### src/rtl/text_string.sv
`default_nettype none
// ============================================================================
// text_string : renders NCHAR 4-bit glyph codes from an external glyph ROM
//               as a registered pixel stream inside a box at (posx, posy).
// Revision    : 1.0
// ============================================================================
module text_string #(
   parameter int NCHAR      = 4,
   parameter int CHAR_W     = 16,
   parameter int CHAR_H     = 32,
   parameter int SCALE_LOG2 = 0,
   parameter int ROM_LAT    = 1,
   parameter int ROM_AW     = 10,
   parameter int ROM_DW     = 32
) (
   input  logic                 clk,
   input  logic                 rst,
   input  logic [9:0]           x,
   input  logic [9:0]           y,
   input  logic [9:0]           posx,
   input  logic [9:0]           posy,
   input  logic [4*NCHAR-1:0]   chars,
   input  logic                 blank_lz,
   output logic [ROM_AW-1:0]    rom_adr,
   input  logic [ROM_DW-1:0]    rom_data,
   output logic                 data,
   output logic                 active
);
   localparam int               C_BOX_W   = NCHAR * CHAR_W * (1 << SCALE_LOG2);
   localparam int               C_BOX_H   = CHAR_H * (1 << SCALE_LOG2);
   localparam int               C_COL_W   = $clog2(ROM_DW);
   localparam logic [1:0]       C_REP_MAX = 2'((1 << SCALE_LOG2) - 1);
   localparam logic [C_COL_W-1:0] C_COL_MAX = C_COL_W'(CHAR_W - 1);

   logic [4*NCHAR-1:0]   chars_q, chars_d;
   logic                 blz_q, blz_d;
   logic [3:0]           g_q, g_d;
   logic [C_COL_W-1:0]   col_q, col_d;
   logic [1:0]           rep_q, rep_d;
   logic                 armed_q, armed_d;
   logic [ROM_AW-1:0]    rom_adr_q, rom_adr_d;
   logic                 data_q, data_d;
   logic                 active_q;

   logic                 vis_pipe_q [0:ROM_LAT];
   logic                 ins_pipe_q [0:ROM_LAT];
   logic [C_COL_W-1:0]   col_pipe_q [0:ROM_LAT];

   logic [10:0]          w_x11, w_y11, w_px11, w_py11, w_dy, w_row;
   logic                 w_in, w_start;
   logic [3:0]           w_g;
   logic [C_COL_W-1:0]   w_col;
   logic [1:0]           w_rep;
   logic [3:0]           w_code;
   logic                 w_lead, w_allz, w_blank, w_vis;
   logic [ROM_AW-1:0]    w_adr;
   logic [C_COL_W-1:0]   w_bit_idx;

   assign w_x11  = {1'b0, x};
   assign w_y11  = {1'b0, y};
   assign w_px11 = {1'b0, posx};
   assign w_py11 = {1'b0, posy};

   assign w_in = (w_x11 >= w_px11) && (w_x11 < w_px11 + 11'(C_BOX_W)) &&
                 (w_y11 >= w_py11) && (w_y11 < w_py11 + 11'(C_BOX_H));
   assign w_start = w_in && (x == posx);
   assign w_dy    = w_y11 - w_py11;
   assign w_row   = w_dy >> SCALE_LOG2;

   // The row-start pixel itself must already use the freshly latched string.
   assign chars_d = w_start ? chars : chars_q;
   assign blz_d   = w_start ? blank_lz : blz_q;
   assign w_g     = w_start ? 4'd0 : g_q;
   assign w_col   = w_start ? '0 : col_q;
   assign w_rep   = w_start ? 2'd0 : rep_q;

   // Leftmost glyph sits in the most significant nibble of chars.
   always_comb begin
      w_allz = 1'b1;
      w_code = 4'h0;
      w_lead = 1'b0;
      for (int i = 0; i < NCHAR; i++) begin
         w_allz = w_allz & (chars_d[4*(NCHAR-1-i) +: 4] == 4'h0);
         if (w_g == 4'(i)) begin
            w_code = chars_d[4*(NCHAR-1-i) +: 4];
            w_lead = w_allz && (i != NCHAR - 1);
         end
      end
      w_blank = (w_code > 4'hA) || (blz_d && w_lead);
   end

   assign w_adr = ROM_AW'(w_code) * ROM_AW'(CHAR_H) + ROM_AW'(w_row);
   assign w_vis = w_in && (w_start || armed_q) && !w_blank;

   always_comb begin
      g_d       = g_q;
      col_d     = col_q;
      rep_d     = rep_q;
      armed_d   = 1'b0;
      rom_adr_d = rom_adr_q;
      if (w_in) begin
         armed_d   = w_start || armed_q;
         rom_adr_d = w_adr;
         if (w_rep == C_REP_MAX) begin
            rep_d = 2'd0;
            if (w_col == C_COL_MAX) begin
               col_d = '0;
               g_d   = w_g + 4'd1;
            end else begin
               col_d = w_col + C_COL_W'(1);
               g_d   = w_g;
            end
         end else begin
            rep_d = w_rep + 2'd1;
            col_d = w_col;
            g_d   = w_g;
         end
      end
   end

   assign w_bit_idx = C_COL_MAX - col_pipe_q[ROM_LAT];
   assign data_d    = vis_pipe_q[ROM_LAT] & rom_data[w_bit_idx];

   always_ff @(posedge clk) begin
      if (rst) begin
         chars_q   <= '0;
         blz_q     <= 1'b0;
         g_q       <= 4'd0;
         col_q     <= '0;
         rep_q     <= 2'd0;
         armed_q   <= 1'b0;
         rom_adr_q <= '0;
         data_q    <= 1'b0;
         active_q  <= 1'b0;
         for (int i = 0; i <= ROM_LAT; i++) begin
            vis_pipe_q[i] <= 1'b0;
            ins_pipe_q[i] <= 1'b0;
            col_pipe_q[i] <= '0;
         end
      end else begin
         chars_q   <= chars_d;
         blz_q     <= blz_d;
         g_q       <= g_d;
         col_q     <= col_d;
         rep_q     <= rep_d;
         armed_q   <= armed_d;
         rom_adr_q <= rom_adr_d;
         data_q    <= data_d;
         active_q  <= ins_pipe_q[ROM_LAT];
         vis_pipe_q[0] <= w_vis;
         ins_pipe_q[0] <= w_in;
         col_pipe_q[0] <= w_col;
         for (int i = 1; i <= ROM_LAT; i++) begin
            vis_pipe_q[i] <= vis_pipe_q[i-1];
            ins_pipe_q[i] <= ins_pipe_q[i-1];
            col_pipe_q[i] <= col_pipe_q[i-1];
         end
      end
   end

   assign rom_adr = rom_adr_q;
   assign data    = data_q;
   assign active  = active_q;

endmodule
`default_nettype wire

### config.mk
export PLATFORM = sky130hd
export DESIGN_NAME = text_string
export DESIGN_NICKNAME = d
export VERILOG_FILES = /design/src/rtl/text_string.sv
export SDC_FILE = /design/constraint.sdc
export NUM_CORES = 1
export LEC_CHECK = 0
export CAP_MARGIN = 25
export CORE_MARGIN = 2
export CORE_UTILIZATION = 30
export CTS_CLUSTER_DIAMETER = 40
export DETAILED_ROUTE_END_ITERATION = 16
export PLACE_DENSITY = 0.62
export SLEW_MARGIN = 20
export SYNTH_ARGS = -nofsm -noshare
export SYNTH_HDL_FRONTEND = slang
export SYNTH_SLANG_ARGS = --single-unit
### constraint.sdc
create_clock -name clk -period 5.55 [get_ports clk]
set_input_delay 0.8325 -clock clk [delete_from_list [all_inputs] [get_ports clk]]
set_output_delay 0.8325 -clock clk [all_outputs]
set_load 0.02 [all_outputs]
======== After elaboration in Yosys (flattened, before gate mapping) ========
Memory sizes are Yosys's and may differ from the RTL's. A register that Yosys moved wholly into a read port is not among the register bits.
Index checks and enable logic that the tools add are counted.
word-level totals
  word-level logic and storage cells ...... 85
  memory bits (writable) .................. 14
  output and inout bits ................... 12
  register bits after elaboration ......... 40
  input port bits ......................... 91
  memories kept ........................... 3
memories
  memory      words  bits a word  read ports  clocked after memory_dff  wr ports  line  text
  col_pipe_q  2      5            2           0                         2         47    logic [C_COL_W-1:0] col_pipe_q [0:ROM_LAT];
  ins_pipe_q  2      1            2           1                         2         46    logic ins_pipe_q [0:ROM_LAT];
  vis_pipe_q  2      1            2           0                         2         45    logic vis_pipe_q [0:ROM_LAT];
cells by class
  mux-type cells .......................... 29
  add/subtract/negate cells ............... 8
  $lt $le $gt $ge ......................... 6
  reductions and logical operators ........ 16
  bitwise operators ....................... 10
  equality and inequality tests ........... 5
operators with widths
  operator                                                     number
  2-to-1 mux 4 bit                                             7
  2-to-1 mux 5 bit                                             5
  less-than comparator 10 x 11 -> 1 bit                        2
  >= comparator 10 bit                                         2
  logical NOT 4 bit                                            4
  2-to-1 mux 16 bit                                            1
  2-to-1 mux 1 bit                                             13
  adder 10 x 6 -> 11 bit (second input constant)               1
  adder 10 x 7 -> 11 bit (second input constant)               1
  adder 9 x 10 -> 10 bit                                       1
  equality test 10 bit                                         1
  subtractor 10 bit                                            1
  equality test 4 x 2 -> 1 bit (second input constant)         2
  logical AND 1 bit                                            7
  less-than comparator 5 x 6 -> 1 bit (second input constant)  1
  OR 1 bit                                                     6
  adder 5 x 1 -> 5 bit (second input constant)                 1
  binary-select mux 1 bit (select 5 bit)                       1
  equality test 5 x 4 -> 1 bit (second input constant)         1
  subtractor 4 x 5 -> 5 bit (first input constant)             1
  adder 4 x 1 -> 4 bit (second input constant)                 1
  equality test 4 x 1 -> 1 bit (second input constant)         1
  > comparator 4 bit (second input constant)                   1
  2-to-1 mux 2 bit                                             2
  7 further kinds                                              10

======== Depth between registers and ports, before layout ========
Gate-level depths: netlist (run 1).
  depth in word-level cells ............... 17
  mapped depth ............................ 29
  mapped depth without buffers ............ 26

======== Worst setup path before layout (run 1) ========
Ideal clock, no wire load.
  kind .................................... input to register
  start ................................... input port posy[5]
  end ..................................... register rom_adr_q[9] (netlist: rom_adr[9])
  buffers on the path ..................... 4
  required time ........................... 5.464 ns
  arrival time ............................ 5.690 ns
  library setup time ...................... 0.086 ns
  path slack .............................. -0.226 ns
  stages .................................. 28
  cell sequence ........................... ha_1 > inv_1 > ha_1 > nand4b_1 > a211o_1 > a31o_4 > and2_4 > buf_6 > nand2_4 > clkbuf_1 > clkbuf_1 > nand2_1 > ha_1 > nor2b_1 > clkbuf_1 > nand3_1 > mux2i_1 > a31o_2 > o2bb2ai_1 > fa_1 > ha_1 > o21ai_0 > nand2b_1 > a21oi_1 > o21bai_1 > a21oi_1 > xnor2_1 > a211oi_1
between the ends
  cells in the longest elaborated chain, start to end .. 11
  elaborated cells on any way between the ends .. 18
  classes of those cells .................. add/sub: 3; order compare: 2; eq/ne: 3; mux: 6; reduce/logical: 4
RTL lines
  item                                                                        line    text
  from (decl)                                                                 21      input logic [9:0] posy,
  adder 10 x 6 -> 11 bit or >= comparator 10 bit (tied branches)              65      (w_y11 >= w_py11) && (w_y11 < w_py11 + 11'(C_BOX_H));
  less-than comparator 10 x 11 -> 1 bit or logical AND 1 bit (tied branches)  65, 64
  logical AND 1 bit                                                           65
  logical AND 1 bit                                                           66      assign w_start = w_in && (x == posx);
  2-to-1 mux 4 bit                                                            73      assign w_g = w_start ? 4'd0 : g_q;
  logical NOT 4 bit                                                           84      if (w_g == 4'(i)) begin
  2-to-1 mux 4 bit (4 in a row)                                               84
  adder 9 x 10 -> 10 bit                                                      92      assign w_adr = ROM_AW'(w_code) * ROM_AW'(CHAR_H) + ROM_AW'(w_row);
  to (signal assigned)                                                        147     rom_adr_q <= rom_adr_d;
  to (decl)                                                                   41      logic [ROM_AW-1:0] rom_adr_q, rom_adr_d;
Several ways; a longest one is shown, not always the timed one.
A chain may end at the register's enable or synchronous reset.

======== Worst setup path in the final report (run 1) ========
  start ................................... input port posy[6]
  end ..................................... register rom_adr_q[8] (netlist: rom_adr[8])
The elaborated chain is that of the path after synthesis.

==> results of run 1 <==
==> where the power goes <==
| group | internal, W | switching, W | total, W |
|---|---|---|---|
| clock | 0.000181 | 0.000154 | 0.000335 |
| sequential | 0.000403 | 0.00000511 | 0.000408 |
| combinational | 0.000168 | 0.000130 | 0.000299 |
==> sequential cells by signal, summed over array words and instances, names as in the netlist, 2 cells and up <==
signal      count
chars_q        16
rom_adr        10
vis_pipe_q      2
rep_q           2
ins_pipe_q      2
col_q           5
g_q             4
col_pipe_q     10
==> cells by family after synthesis <==
| kind of cell | count (synthesis) |
|---|---|
| and+or+nand+nor | 159 |
| muxes | 23 |
| AOI/OAI and AO/OA | 99 |
| buffers and inverters | 70 |
| xor gates and xnor gates | 17 |
| DFF | 55 |
| adders and majority gates | 55 |
==> repair_timing <==
action,CTS,global route
setup endpoints to repair,1,5
gates resized for setup,1,19
hold buffers,0,0
pin swaps,0,10
==> critical path, cell delays in order <==
cell             delay, ns
clkdlybuf4s50_1       0.45
ha_1                  0.29
inv_1                 0.04
ha_1                  0.29
nand4b_1              0.10
a211o_1               0.29
a31o_4                0.24
and2_4                0.16
nand2_4               0.07
nand2_2               0.08
inv_2                 0.07
buf_4                 0.10
ha_2                  0.19
inv_2                 0.06
and3_1                0.16
o21ai_0               0.15
mux2i_1               0.09
a221o_1               0.40
fa_1                  0.58
ha_4                  0.23
a21oi_1               0.12
o21ai_0               0.12
xor2_1                0.16
mux2i_1               0.14
nor2_1                0.05
==> per-layer routing <==
metal | GRT usage [%] | share of wire [%] | vias to the layer above
li1 | - | - | 1939
met5 | 0 | 0 | -
met1 | 18.2 | 43 | 1843
met2 | 27.0 | 50 | 134
met4 | 3.27 | 1.0 | 0
met3 | 2.44 | 6.1 | 11
==> layout by cell type, fill, tap and decap left out, types with 4 or more instances in the layout <==
cell type        netlist  final
a211oi_1               6      5
a21o_1                 5      5
a21oi_1               39     38
a221o_1                4      4
a31oi_1                5      5
and2_1                 5      5
buf_4                  0     48
clkbuf_16              0      5
clkdlybuf4s50_1        0    100
dfxtp_1               55     55
fa_1                   9      9
ha_1                  46     42
inv_1                 50     48
mux2i_1               12     12
mux4_2                10     10
nand2_1               54     52
nand3_1               17     17
nand4_1                5      5
nor2_1                30     30
nor2b_1               13     12
nor4_1                 7      7
o21ai_0               10      8
or3_1                  5      5
xnor2_1               14     14
==> worst paths after layout <==
check                                     end  depth (start not counted)
hold / removal    col_pipe_q[0][6]$_SDFF_PP0_                          1
setup reg to reg      rom_adr[9]$_SDFFE_PP0N_                         16
hold reg to reg   col_pipe_q[0][6]$_SDFF_PP0_                          1
setup / recovery      rom_adr[8]$_SDFFE_PP0N_                         25
==> cell type report <==
| class | instances | share of cell area, % |
|---|---|---|
| sequential | 55 | 18.9 |
| clock inverter | 2 | 0.279 |
| timing repair buffer | 150 | 23.8 |
| multi-input combinational | 353 | 47.7 |
| clock buffer | 6 | 2.38 |
| tap | 176 | 3.78 |
| inverter | 50 | 3.22 |
==> through the flow <==
stage | hold WS (ns) | cell area [µm²] | TNS, ns | total power [W] | instances
after detailed placement | 0.424 | 5610 | -0.864 | 0.000710 | 784
after CTS | 0.441 | 5770 | 0 | 0.00104 | 792
after global placement | 0.419 | 5610 | -0.242 | 0.000704 | 784
after floorplan | 0.414 | 4120 | 0 | 0.000564 | 478
final | 0.436 | 5830 | 0 | 0.00104 | 792
after global routing | 0.457 | 5830 | -0.0302 | 0.00109 | 792
==> summary.md, run 1 <==
| Metric | Value |
|---|---|
| Setup ws final | 0.244 ns |
| Fin crit share | a little over nine tenths |
| Num rows | 42 |
| Core area | ~13000 µm² |
| Top cell type's share of synthesized area | 26.8% |
| TritonRoute pass-1 iters | 8 |
| #FFs+latches synth | between 50 and 60 |
| Synth unique cells | 63 |
| Final Hold Fails | 0 |
| Peak VDD IR | around 110 µV |
| Synthesized-area fraction occupied by adder cells | 18.4% |
| Antenna violations before repair | 0 |
| Filler cells | 1278 |
| Diodes inserted | 0 |
| Routed vias | approximately 4000 |
| Worst R2R Setup Slack | around 2.3 ns |
| WL final | roughly 11000 µm |
| Worst hold path type | flip-flop to flip-flop |
| Pre-CTS WS | -0.369 ns |
| Sequential-to-total area share from yosys stat | about 27% |
| Starting Density | approximately 31% |
| Clock tree buffer depth | 2 |
| Routed length per placed instance | approximately 14 µm |
| TritonCTS clock tree | built |
| Min Tclk post-route | 5.31 ns |
| P&R area growth vs syn | 41.8% |
| Synth area leader | dfxtp_1 |
| Synth warn | 0 |
| Slew at the pin with the worst max-slew slack | 0.517 ns |
| H-tree depth | 2 |
| Layout cell share with drive strength beyond 1 | 15.7% |
| Final setup fails | 0 |
| Post-CTS Setup Bufs | 0 |
| Leak Pwr | 2.46 nW |
| Most frequent cells after synthesis | dfxtp_1, nand2_1, inv_1 |
| Hold_sp | col_pipe_q[0][1]$_SDFF_PP0_ |
| Die H | about 120 µm |
| Drt via density | approximately 5.0 |
| Clock root cell | clkbuf_16 |
| Max Fanout on Critical Path | 5 |
| Synth Flop Type | dfxtp_1 |
| Post-synthesis mux area share | under 10% |
| Multi-input logic area | about 2800 µm² |
| Power per cell area | 178 nW/µm² |
| Synth top area cells | dfxtp_1, ha_1, mux4_2 |
| Hpwl dp | 8810 µm |
| Worst setup SP type | primary input |
| Clk sink count | 55 |
| Simple-Gate Fraction of Synth Area | 19.2% |
| Die area | ~15000 µm² |
| Nets | between 700 and 800 |
| Post-Syn Area per Cell | 8.61 µm² |
| Total CTS buffers | 5 |
| Sequential cell area | 1100 µm² |
| Clock transition at path regs | roughly 0.07 ns |
| Worst r2r src | g_q[1]$_SDFFE_PP0N_ |
| I/O Pins | 103 |
| Setup crit end kind | flip-flop |
| Crit path from | posy[6] |
| Most common cell in the netlist | dfxtp_1 |
| Final slew viol count | 0 |
| Post-Syn Area | between 4000 and 5000 µm² |
| Syn nets | ~620 |
| Relative slew margins | between 60% and 70% |
| Number of synthesized flops with an enable pin | 0 |
| Worst-skew pair later-pin latency | about 0.30 ns |
| GPL Wtd Cong | between 0.8 and 0.9 |
| Crit path required time | roughly 5.7 ns |
| Max-Cap Viols | 0 |
| Die width | around 120 µm |
| Critical path class | primary input to flip-flop |
| Achievable Freq | 0.188 GHz |
| Total GRT Usage | approximately 15% |
| DR iter-0 viols | 182 |
| Mapped Cells | around 480 |
| First-pass GRT wire length | 17900 µm |
| Post-Synth XOR/XNOR Area | 3.62% |
| Status | complete, no violations |
| Vias in the first global route | around 3900 |
| Main combinational cell family by area after synthesis | simple AND/OR/NAND/NOR gates |
| Largest net degree at the start of global routing | 51 |
| Final Skew | 0.0138 ns |
| Post-synthesis async set-or-reset flop share | 0% |
| Post-route ant nets | 0 |
| Final Core Density | between 40% and 50% |
| Worst Path Arrival | approximately 5.5 ns |
| Count of input and output buffers | 102 |
| Grt total ovfl | 0 |
| Post-synthesis compound-gate area fraction | 16.3% |
| Final routed DRC violation total | 0 |
No activity file was read; power rests on OpenSTA's default activity.
==> run 2: changes to the inputs <==
--- a/config.mk
+++ b/config.mk
@@ -10,7 +10,7 @@
 export CORE_UTILIZATION = 30
 export CTS_CLUSTER_DIAMETER = 40
 export DETAILED_ROUTE_END_ITERATION = 16
-export PLACE_DENSITY = 0.62
+export PLACE_DENSITY = 0.6
 export SLEW_MARGIN = 20
 export SYNTH_ARGS = -nofsm -noshare
 export SYNTH_HDL_FRONTEND = slang
==> constraint.sdc (replaced) <==
create_clock -name clk -period 5.3 [get_ports clk]
set_input_delay 0.795 -clock clk [delete_from_list [all_inputs] [get_ports clk]]
set_output_delay 0.795 -clock clk [all_outputs]
set_load 0.02 [all_outputs]
==> summary.md, run 2 (synthesized netlist as in run 1, its figures left out) <==
| Metric | Value |
|---|---|
| Final Skew | between 0.006 and 0.007 ns |
| Sequential cell area | 1100 µm² |
| Count of input and output buffers | roughly 100 |
| Max Fanout on Critical Path | 6 |
| Routed length on met1 | 4830 µm |
| Max-Cap Viols | 0 |
| Clock transition at path regs | roughly 0.070 ns |
| First-pass GRT wire length | approximately 18000 µm |
| Final routed DRC violation total | 0 |
| Nets | slightly below 800 |
| Clock root cell | clkbuf_16 |
| Peak VDD IR | around 130 µV |
| Leak Pwr | between 2 and 3 nW |
| Setup crit end kind | flip-flop |
| H-tree depth | 2 |
| Post-route ant nets | 0 |
| Switching portion of total power | 27.0% |
| Slew at the pin with the worst max-slew slack | approximately 0.54 ns |
| Min Tclk post-route | between 5 and 6 ns |
| Detail Route met3 WL | 609 µm |
| Worst Hold Path Cells | 1 |
| Routed length per placed instance | approximately 14 µm |
| Comb pwr share | ~28% |
| Vias in the first global route | between 3000 and 4000 |
| Clk sink count | 55 |
| TritonRoute pass-1 iters | 4 |
| R2R cell count | 17 |
| Commonest non-fill, non-tap cell in the layout | clkdlybuf4s50_1 |
| Crit path required time | approximately 5.5 ns |
| Largest net degree at the start of global routing | 51 |
| Worst Path Arrival | about 5.3 ns |
| I/O Pins | just over 100 |
| Diodes inserted | 0 |
| Final Hold Fails | 0 |
| Power per cell area | around 190 nW/µm² |
| Core area | roughly 13000 µm² |
| Total GRT Usage | approximately 15% |
| Multi-input logic area | slightly below 3000 µm² |
| P&R area growth vs syn | 47.8% |
| Filler cells | 1261 |
| Grt total ovfl | 0 |
| Critical path class | primary input to flip-flop |
| P_int | around 0.00083 W |
| Clock tree buffer depth | 2 |
| Final setup fails | 0 |
| Highest routed layer | met4 |
| WL met2 | 5540 µm |
| Fin crit share | between 90% and 100% |
| Worst-skew pair later-pin latency | around 0.3 ns |
| Hpwl dp | roughly 8900 µm |
| Final slew viol count | 0 |
| Worst hold path type | flip-flop to flip-flop |
| Starting Density | 30.9% |
| Drt via density | 4.84 |
| Achievable Freq | roughly 0.19 GHz |
| Clk pwr share | roughly a third |
| Die width | roughly 120 µm |
| Layout cell share with drive strength beyond 1 | between 20% and 30% |
| DR iter-0 viols | 210 |
| Reg with most FFs | chars_q |
| Routed vias | approximately 3900 |
| Relative slew margins | a little under two thirds |
| Die H | ~120 µm |
| Status | complete, no violations |
| Worst setup SP type | primary input |
| Num rows | 42 |
| Switching power | 0.000308 W |
| Seq pwr share | a little under two fifths |
| GPL Wtd Cong | 0.867 |
| Final hold slack | between 0.4 and 0.5 ns |
| TritonCTS clock tree | built |
| WL final | around 11000 µm |
| Most frequent cells in the layout | clkdlybuf4s50_1, buf_4, dfxtp_1 |
| Largest register FFs | 16 |
| Setup TNS | 0 ns |
| Die area | about 15000 µm² |
| Antenna violations before repair | 0 |
| Total CTS buffers | 5 |
[run 2: cell count changes in the layout (fill, tap and decap cells not counted), sizes merged]
cell,delta
dlygate4sd2,+1
clkinv,-1
inv,+2
bufinv,+1
clkbuf,-1
clkdlybuf4s50,-7
clkinvlp,-1
dlymetal6s2s,+6
buf,+14
[run 2: worst paths after layout]
kind,start,endpoint,slack [ns]
worst max-delay path,posy[8],rom_adr[9]$_SDFFE_PP0N_,0.16
worst min-delay path,vis_pipe_q[0][0]$_SDFF_PP0_,vis_pipe_q[0][1]$_SDFF_PP0_,0.43
worst max register to register,g_q[1]$_SDFFE_PP0N_,rom_adr[9]$_SDFFE_PP0N_,2.07
worst min register to register,vis_pipe_q[0][0]$_SDFF_PP0_,vis_pipe_q[0][1]$_SDFF_PP0_,0.43
[run 2: timing repair]
action | in CTS | in global routing
hold buffers | 0 | 0
endpoints found under the hold margin | 0 | 0
pin swaps | 0 | 21
endpoints found under the setup margin | 1 | 5
gates resized for setup | 2 | 41
buffers inserted | 0 | 4
[run 2: per-stage QoR]
step           utilization [%]  cells  cell area (µm²)  setup WS, ns  power (W)
2_1_floorplan                -    478             4150        0.0117   0.000593
3_3_place_gp              42.9    794             5700        -0.190   0.000743
3_5_place_dp              42.9    794             5700        -0.360   0.000750
4_1_cts                   44.2    802             5880        0.0101    0.00114
5_1_grt                   45.7    806             6080       -0.0448    0.00120
6_report                  45.7    806             6080         0.163    0.00114
[run 2: area by class of cell]
class                      count  share of cell area (%)
multi-input combinational    353                    47.6
timing repair buffer         164                    24.8
tap                          176                    3.62
sequential                    55                    18.1
clock inverter                 3                   0.823
inverter                      50                    3.09
clock buffer                   5                    2.06
[run 2: power by group through the flow]
| stage | logic, W | registers [W] | clock network [W] |
|---|---|---|---|
| after floorplan | 0.000151 | 0.000442 | 0 |
| after global placement | 0.000307 | 0.000436 | 0 |
| after detailed placement | 0.000313 | 0.000437 | 0 |
| after CTS | 0.000316 | 0.000427 | 0.000398 |
| after global routing | 0.000359 | 0.000428 | 0.000417 |
| final | 0.000325 | 0.000427 | 0.000389 |
[run 2: worst max-delay path: stages]
cell	delay [ns]
clkdlybuf4s50_1	0.51
inv_2	0.06
xnor2_2	0.13
ha_1	0.34
nand2_1	0.07
a211o_1	0.24
a31o_4	0.23
and2_4	0.16
nand2_4	0.09
nand2_4	0.09
ha_4	0.18
nor2b_1	0.12
buf_4	0.15
nand3_1	0.08
mux2i_1	0.07
a31o_2	0.25
o2bb2ai_4	0.13
fa_1	0.58
ha_4	0.23
o21ai_2	0.07
nand2b_1	0.08
a21oi_2	0.16
o21bai_1	0.09
a21oi_1	0.17
xnor2_1	0.14
a211oi_1	0.08
[run 2: metal layers]
| metal | global-route usage (%) | vias up |
|---|---|---|
| met4 | 5.23 | 0 |
| met1 | 18.7 | 1810 |
| met2 | 26.3 | 108 |
| met3 | 2.58 | 15 |
| li1 | - | 1972 |
| met5 | 0 | - |
